$ cat src/rtl/adc_spi_sampler.sv
// SPI sampler for a two-channel ADC: reads a side/diagonal sample pair every SAMPLE_PERIOD clocks.
// Optional build macro ADC_AVG_EN: each output becomes the floor average of its previous value and the new sample.
module adc_spi_sampler #(
    parameter int CLK_DIV       = 4,
    parameter int SAMPLE_PERIOD = 1000
) (
    input  logic        clk,
    input  logic        reset,
    input  logic        enable,
    output logic        spi_sclk,
    output logic        spi_cs_n,
    output logic        spi_mosi,
    input  logic        spi_miso,
    output logic [15:0] side_adc_data,
    output logic [15:0] diag_adc_data,
    output logic        data_valid,
    output logic        busy
);

    typedef enum logic [2:0] {
        IDLE,
        CS_SETUP,
        SHIFT,
        CS_HOLD,
        CS_GAP,
        WAIT
    } state_t;

    localparam int            PW          = $clog2(SAMPLE_PERIOD) + 1;
    localparam logic [7:0]    DIV_LAST    = 8'(CLK_DIV - 1);
    localparam logic [PW-1:0] PERIOD_LAST = PW'(SAMPLE_PERIOD - 1);
    localparam logic [PW-1:0] PERIOD_ONE  = PW'(1);

    state_t        state_q, state_d;
    logic [7:0]    divCnt_q, divCnt_d;
    logic [3:0]    bitCnt_q, bitCnt_d;
    logic [PW-1:0] period_q, period_d;
    logic          chan_q, chan_d;
    logic          sclk_q, sclk_d;
    logic          mosi_q, mosi_d;
    logic          csN_q, csN_d;
    logic          valid_q, valid_d;
    logic [15:0]   shift_q, shift_d;
    logic [15:0]   sideRaw_q, sideRaw_d;
    logic [15:0]   sideOut_q, sideOut_d;
    logic [15:0]   diagOut_q, diagOut_d;
    logic [15:0]   cmdWord;
    logic          divDone;

`ifdef ADC_AVG_EN
    logic havePrev_q, havePrev_d;

    // Floor average: 17-bit signed sum so the carry is kept, then arithmetic shift.
    function automatic logic [15:0] avg16(input logic [15:0] prev, input logic [15:0] sample);
        logic signed [16:0] total;
        total = $signed({prev[15], prev}) + $signed({sample[15], sample});
        total = total >>> 1;
        return total[15:0];
    endfunction
`endif

    assign cmdWord = {1'b1, 2'b00, chan_q, 12'h000};
    assign divDone = (divCnt_q == DIV_LAST);

    always_comb begin
        state_d   = state_q;
        divCnt_d  = divCnt_q + 8'd1;
        bitCnt_d  = bitCnt_q;
        period_d  = period_q + PERIOD_ONE;
        chan_d    = chan_q;
        sclk_d    = sclk_q;
        mosi_d    = mosi_q;
        valid_d   = 1'b0;
        shift_d   = shift_q;
        sideRaw_d = sideRaw_q;
        sideOut_d = sideOut_q;
        diagOut_d = diagOut_q;
`ifdef ADC_AVG_EN
        havePrev_d = havePrev_q;
`endif

        case (state_q)
            IDLE: begin
                divCnt_d = 8'd0;
                period_d = '0;
                sclk_d   = 1'b0;
                mosi_d   = 1'b0;
                if (enable) begin
                    state_d  = CS_SETUP;
                    chan_d   = 1'b0;
                    bitCnt_d = 4'd0;
                    mosi_d   = 1'b1;
                end
            end
            CS_SETUP: begin
                if (divDone) begin
                    state_d  = SHIFT;
                    divCnt_d = 8'd0;
                    bitCnt_d = 4'd0;
                end
            end
            SHIFT: begin
                // Rising SCLK edge captures MISO; falling edge advances MOSI or ends the frame.
                if (divDone) begin
                    divCnt_d = 8'd0;
                    if (!sclk_q) begin
                        sclk_d  = 1'b1;
                        shift_d = {shift_q[14:0], spi_miso};
                    end else begin
                        sclk_d = 1'b0;
                        if (bitCnt_q == 4'd15) begin
                            state_d  = CS_HOLD;
                            bitCnt_d = 4'd0;
                            mosi_d   = 1'b0;
                        end else begin
                            bitCnt_d = bitCnt_q + 4'd1;
                            mosi_d   = cmdWord[4'd14 - bitCnt_q];
                        end
                    end
                end
            end
            CS_HOLD: begin
                if (divDone) begin
                    state_d  = CS_GAP;
                    divCnt_d = 8'd0;
                end
            end
            CS_GAP: begin
                if (divDone) begin
                    divCnt_d = 8'd0;
                    if (!chan_q) begin
                        state_d   = CS_SETUP;
                        chan_d    = 1'b1;
                        mosi_d    = 1'b1;
                        sideRaw_d = shift_q;
                    end else begin
                        state_d = WAIT;
                        chan_d  = 1'b0;
                        valid_d = 1'b1;
`ifdef ADC_AVG_EN
                        sideOut_d  = havePrev_q ? avg16(sideOut_q, sideRaw_q) : sideRaw_q;
                        diagOut_d  = havePrev_q ? avg16(diagOut_q, shift_q) : shift_q;
                        havePrev_d = 1'b1;
`else
                        sideOut_d = sideRaw_q;
                        diagOut_d = shift_q;
`endif
                    end
                end
            end
            WAIT: begin
                divCnt_d = 8'd0;
                if (period_q >= PERIOD_LAST) begin
                    if (enable) begin
                        state_d  = CS_SETUP;
                        period_d = '0;
                        mosi_d   = 1'b1;
                    end else begin
                        state_d = IDLE;
                    end
                end
            end
            default: begin
                state_d = IDLE;
            end
        endcase

        csN_d = !(state_d inside {CS_SETUP, SHIFT, CS_HOLD});
    end

    always_ff @(posedge clk or posedge reset) begin
        if (reset) begin
            state_q   <= IDLE;
            divCnt_q  <= 8'd0;
            bitCnt_q  <= 4'd0;
            period_q  <= '0;
            chan_q    <= 1'b0;
            sclk_q    <= 1'b0;
            mosi_q    <= 1'b0;
            csN_q     <= 1'b1;
            valid_q   <= 1'b0;
            shift_q   <= 16'h0000;
            sideRaw_q <= 16'h0000;
            sideOut_q <= 16'h0000;
            diagOut_q <= 16'h0000;
`ifdef ADC_AVG_EN
            havePrev_q <= 1'b0;
`endif
        end else begin
            state_q   <= state_d;
            divCnt_q  <= divCnt_d;
            bitCnt_q  <= bitCnt_d;
            period_q  <= period_d;
            chan_q    <= chan_d;
            sclk_q    <= sclk_d;
            mosi_q    <= mosi_d;
            csN_q     <= csN_d;
            valid_q   <= valid_d;
            shift_q   <= shift_d;
            sideRaw_q <= sideRaw_d;
            sideOut_q <= sideOut_d;
            diagOut_q <= diagOut_d;
`ifdef ADC_AVG_EN
            havePrev_q <= havePrev_d;
`endif
        end
    end

    assign spi_sclk      = sclk_q;
    assign spi_cs_n      = csN_q;
    assign spi_mosi      = mosi_q;
    assign data_valid    = valid_q;
    assign side_adc_data = sideOut_q;
    assign diag_adc_data = diagOut_q;
    assign busy          = (state_q != IDLE);

endmodule

$ cat config.mk
export PLATFORM = sky130hd
export DESIGN_NAME = adc_spi_sampler
export DESIGN_NICKNAME = d
export VERILOG_FILES = /design/src/rtl/adc_spi_sampler.sv
export SDC_FILE = /design/constraint.sdc
export NUM_CORES = 1
export LEC_CHECK = 0
export ABC_AREA = 1
export CORE_MARGIN = 2
export CORE_UTILIZATION = 40
export CTS_CLUSTER_DIAMETER = 150
export CTS_CLUSTER_SIZE = 30
export DETAILED_ROUTE_END_ITERATION = 7
export MAX_ROUTING_LAYER = met4
export PLACE_DENSITY = 0.66
export SYNTH_ARGS = -nofsm -noshare
export SYNTH_HDL_FRONTEND = slang
export SYNTH_SLANG_ARGS = --single-unit
$ cat constraint.sdc
create_clock -name clk -period 3.54 [get_ports clk]
set_input_delay 1.062 -clock clk [delete_from_list [all_inputs] [get_ports clk]]
set_output_delay 1.062 -clock clk [all_outputs]
set_load 0.01 [all_outputs]
* Word-level counts from Yosys, hierarchy flattened *
Index checks and enable logic that the tools add are counted.
Widths: inputs -> output; s select.

operators by class
  add/subtract/negate cells = 4
  multipliers = 0
  div/mod/pow operators = 0
  magnitude comparators = 2
  equal/unequal tests = 18
  shift-type cells = 0
  muxes and demuxes = 43
  bitwise operators = 2
  reduce and logical (&&, ||, !) cells = 17

operators by type and width
  operator               count
  $mux 3                 9
  $mux 11                2
  $pmux 11 s2            1
  $mux 4                 5
  $mux 1                 18
  $pmux 3 s6             1
  $ne 2x2->1 const B     8
  $pmux 8 s2             1
  $eq 3x2->1 const B     4
  $pmux 4 s3             1
  $reduce_and 3->1       4
  $add 11x1->11 const B  1
  $ge 11x10->1 const B   1
  $reduce_bool 3->1      3
  $add 8x1->8 const B    1
  $eq 8x2->1 const B     1
  $mux 8                 1
  $reduce_and 7->1       1
  $eq 3x1->1 const B     2
  $eq 3x3->1 const B     2
  $lt 4x5->1 const B     1
  $reduce_and 5->1       1
  $add 4x1->4 const B    1
  $bmux 1 s4             1
  other kinds (12)       15

word-level totals
  flip-flop bits (word level) = 95
  bits in latches = 0
  RAM bits = 0
  bits in read-only memories = 0
  logic and storage cells = 99
  memories kept = 0

* Depth between registers and ports, before layout *
  depth after elaboration = 8
  gate-level depth with buffers = 11
  depth with buffers taken out = 10

* Worst setup path after synthesis *
Ideal clock, no wire load.

  path type = in2reg
  start = input port enable
  end = register bitCnt_q[2]
  library setup time = 0.117 ns
  arrival = 1.734 ns
  required time = 3.423 ns
  setup slack = 1.689 ns
  stages = 7
  path buffers = 0
  path through = inv_1 -> nand2_1 -> nand3_1 -> nor3_2 -> inv_1 -> nand2_1 -> nand2_1

between the ends
  word-level cells in the longest chain between the ends = 2

RTL lines
  element                     RTL line  RTL
  from (decl)                 9         input logic enable,
  $ne 2x2->1 (no line)        n/a
  $reduce_and 5->1 (no line)  n/a
  to (signal assigned)        192       bitCnt_q <= bitCnt_d;
  to (decl)                   36        logic [3:0] bitCnt_q, bitCnt_d;

Every way passes these cells.
A chain may end at the register's enable or synchronous reset.

* Final worst setup path *
  start = register state_q[1]
  end = output port busy

between the ends
  word-level cells in the longest chain between the ends = 1

RTL lines
  element                 RTL line  RTL
  from (decl)             34        state_t state_q, state_d;
  from (signal assigned)  190       state_q <= state_d;
  $reduce_bool 3->1       215       assign busy = (state_q != IDLE);
  to (decl)               17        output logic busy

Every way passes these cells.

==> results.yml <==
setup_path:
  setup.worst_path.start_class: "flip-flop"
  required_ns: 2.48
  r2r-end: "diag_adc_data[6]$_DFFE_PP0P_"
  setup.worst_path.class: "flip-flop to primary output"
  reg2reg_from: "divCnt_q[0]$_DFF_PP0_"
  cp-end-kind: "primary output"
  critPathMaxFanout: 9
  critical_path_arrival_ns: 1.77
  rr_worst_depth: 8
  r2r_setup_slack_ns: 1.19
detailed_routing:
  drt-met1-wl_um: 3680
  routed_wl_um: 7590
  via_per_inst: 4.59
  drtIter0Drc: 136
  dr_wl_met2_um: 3490
  antenna_left: 0
  dr_wl_met3_um: 321
  via_count: 3063
  drt_first_pass_iters: 4
  drc: 0
  top_layer_used: "met4"
  routedWlPerCell_um: 11.4
clock_network:
  cts-root-buf: "clkbuf_8"
  cts.repair.resized: 0
  numCtsBuffers: 9
  cts_tree: "yes"
  post_cts_buffers: 0
  clk_pin_slew_ns: 0.09
  clockBufferDepth: 2
  cts_hold_buf: 0
  cts_max_level: 3
  cts_num_sinks: 95
  clk_latency_ns: 0.36
worst_hold_path:
  worstHoldPathCells: 1
  min_path_type: "flip-flop to flip-flop"
  worstHoldStart: "divCnt_q[0]$_DFF_PP0_"
  min_to: "divCnt_q[0]$_DFF_PP0_"
floorplan:
  num_io_pins: 41
  dieHeight_um: 106
  dieWidth_um: 106
  rows: 37
  initial_core_util_pct: 40.8
  core_area_mm2: 0.0102
  die-area_mm2: 0.0112
synthesis:
  synth_common_cells: "137 x nand2_1, 94 x dfrtp_1, 64 x nor2_1"
  postSynth.asyncResetShare_pct: 100
  synthCells: 486
  ys_ff_latch: 95
  yosys-top-cells-area: "dfrtp_1 57%, nand2_1 12%, nor2_1 5.8%"
  yosys.area.top_type: "dfrtp_1"
  synth_nets: 493
  yosysSeqAreaShare_pct: 57.3
  synth_area_mm2: 0.00415
  syn_avg_cell_area_um2: 8.54
  yosys_warnings: 0
  yosys.cell_count.top_type: "nand2_1"
  synth_cell_type_count: 28
  synth_edf_count: 0
  synth_top_area_share_pct: 56.6
  yosys_most_used_dff: "dfrtp_1"
place:
  placedCellCount: 651
  hpwlAfterDp_um: 5250
  gp_congestion: 0.814
  dpl_worst_slack_ns: 1.06
  portBuffers: 40
sta:
  fmax_ghz: 0.353
  fin_crit_ns: 2.84
  fin_worst_skew_ns: 0.0126
  tns_ns: 0
  grt_setup_unrepaired: "no"
  relSlewSlack_pct: 48.8
  worst_slack_ns: 0.703
  report.final.slew_viol_count: 0
  tightest_slew_ns: 0.767
  setup_viol: 0
  hold_violations: 0
  post-route-period-util_pct: 80.1
global_route:
  grt_pass1_wl_um: 13000
  grt-ovfl-total: 0
  antenna_found_initial: 0
  grt_pass1_vias: 2856
  grt_util_all_layers_pct: 15.0
  grt_max_degree: 48
finish:
  final_nets: 533
  syn2layout_area_growth_pct: 18.1
  multiInputGateArea_mm2: 0.00143
  drive_gt1_share_pct: 6.40
  n_fill_cell: 972
  regArea_mm2: 0.00238
  antenna_cells: 0
  fin_cells: 667
power_and_ir_drop:
  powerDensity_mw_per_mm2: 396
  p_leak_nw: 2.53
  max-vdd-ir-drop_v: 0.000169
job:
  max-cap-violations: 0
status:
  status: "complete, no violations"
## worst max-delay path by stage
stage | slack [ns] | endpoint | depth (start not counted) | start
6_report | 0.70 | busy | 3 | state_q[1]$_DFF_PP0_
2_1_floorplan | 0.003 | bitCnt_q[0]$_DFFE_PP0P_ | 1 | reset
3_3_place_gp | 1.12 | bitCnt_q[2]$_DFFE_PP0P_ | 8 | enable
5_1_grt | 0.59 | busy | 3 | state_q[0]$_DFF_PP0_
3_5_place_dp | 1.06 | bitCnt_q[2]$_DFFE_PP0P_ | 8 | enable
4_1_cts | 0.69 | busy | 3 | state_q[0]$_DFF_PP0_
## area by class of cell
class	instances	area share (%)
Clock inverter	5	1.81
Clock buffer	11	2.88
Tap cell	136	3.47
Multi-Input combinational cell	313	29.2
Sequential cell	95	48.5
Inverter	63	4.85
Timing Repair Buffer	44	9.29
## metal layers
layer,global-route usage [%],vias up
met5,-,-
met4,5.36,0
met3,3.49,7
met2,23.2,59
met1,19.6,1417
li1,-,1580
## sequential cells by signal, indices dropped and copies added (netlist names)
signal         cells
sideRaw_q         16
chan_q             1
diag_adc_data     16
bitCnt_q           4
spi_sclk           1
divCnt_q           8
shift_q           16
state_q            3
data_valid         1
side_adc_data     16
spi_cs_n           1
period_q          11
spi_mosi           1
## metrics by stage
stage                     cell area (µm²)  power [mW]  hold WS [ns]  util (%)
after floorplan                      4150        1.14         0.432         -
after global placement               4670        1.15         0.444      45.9
after detailed placement             4670        1.15         0.456      45.9
after CTS                            4900        1.97         0.465      48.2
after global routing                 4900        2.03         0.495      48.2
final                                4900        1.94         0.463      48.2
## cells by family (layout without fill, tap and decap cells)
kind of cell               count (synthesis)  after routing  share of synthesized area, %
AOI/OAI and AO/OA                         63             63                          8.20
xor gates and xnor gates                  10             10                          2.11
adders and majority gates                  3              3                         0.904
buffers and inverters                     78            123                          8.23
DFF                                       95             95                          57.3
muxes                                      1              1                         0.241
and+or+nand+nor                          236            236                          23.0
## critical path: stages, from the launching register on
cell and delay (ns):
dfrtp_1 0.53, nor2_1 0.10, nand2_1 0.21, clkdlybuf4s50_1 0.58
## placed cells by master, fill, tap and decap left out
cell type / n
bufinv_16: 2
inv_6: 1
xnor2_1: 4
clkbuf_8: 10
clkdlybuf4s50_1: 40
buf_4: 2
nand2_2: 1
nor2_1: 64
o21ai_2: 5
nor2_2: 2
clkinv_4: 1
o21ai_0: 25
clkinv_2: 1
nor3_1: 5
nand4_1: 1
inv_1: 60
dfrtp_1: 94
o21ai_1: 5
ha_1: 3
mux2i_1: 1
a31oi_1: 1
inv_8: 1
nor3_4: 1
nand3_1: 23
inv_2: 2
nor3_2: 1
nor2_4: 1
nand2_1: 137
buf_12: 2
dfstp_2: 1
clkbuf_1: 1
o21bai_1: 2
a21oi_1: 25
xor2_1: 6
## where the power goes
group          total [mW]  switching (mW)  internal (mW)
registers            1.09         0.00225           1.09
clock network       0.812           0.386          0.426
logic              0.0389          0.0289        0.00998
total                1.94           0.417           1.53
Power figures use the tool's default switching activity.
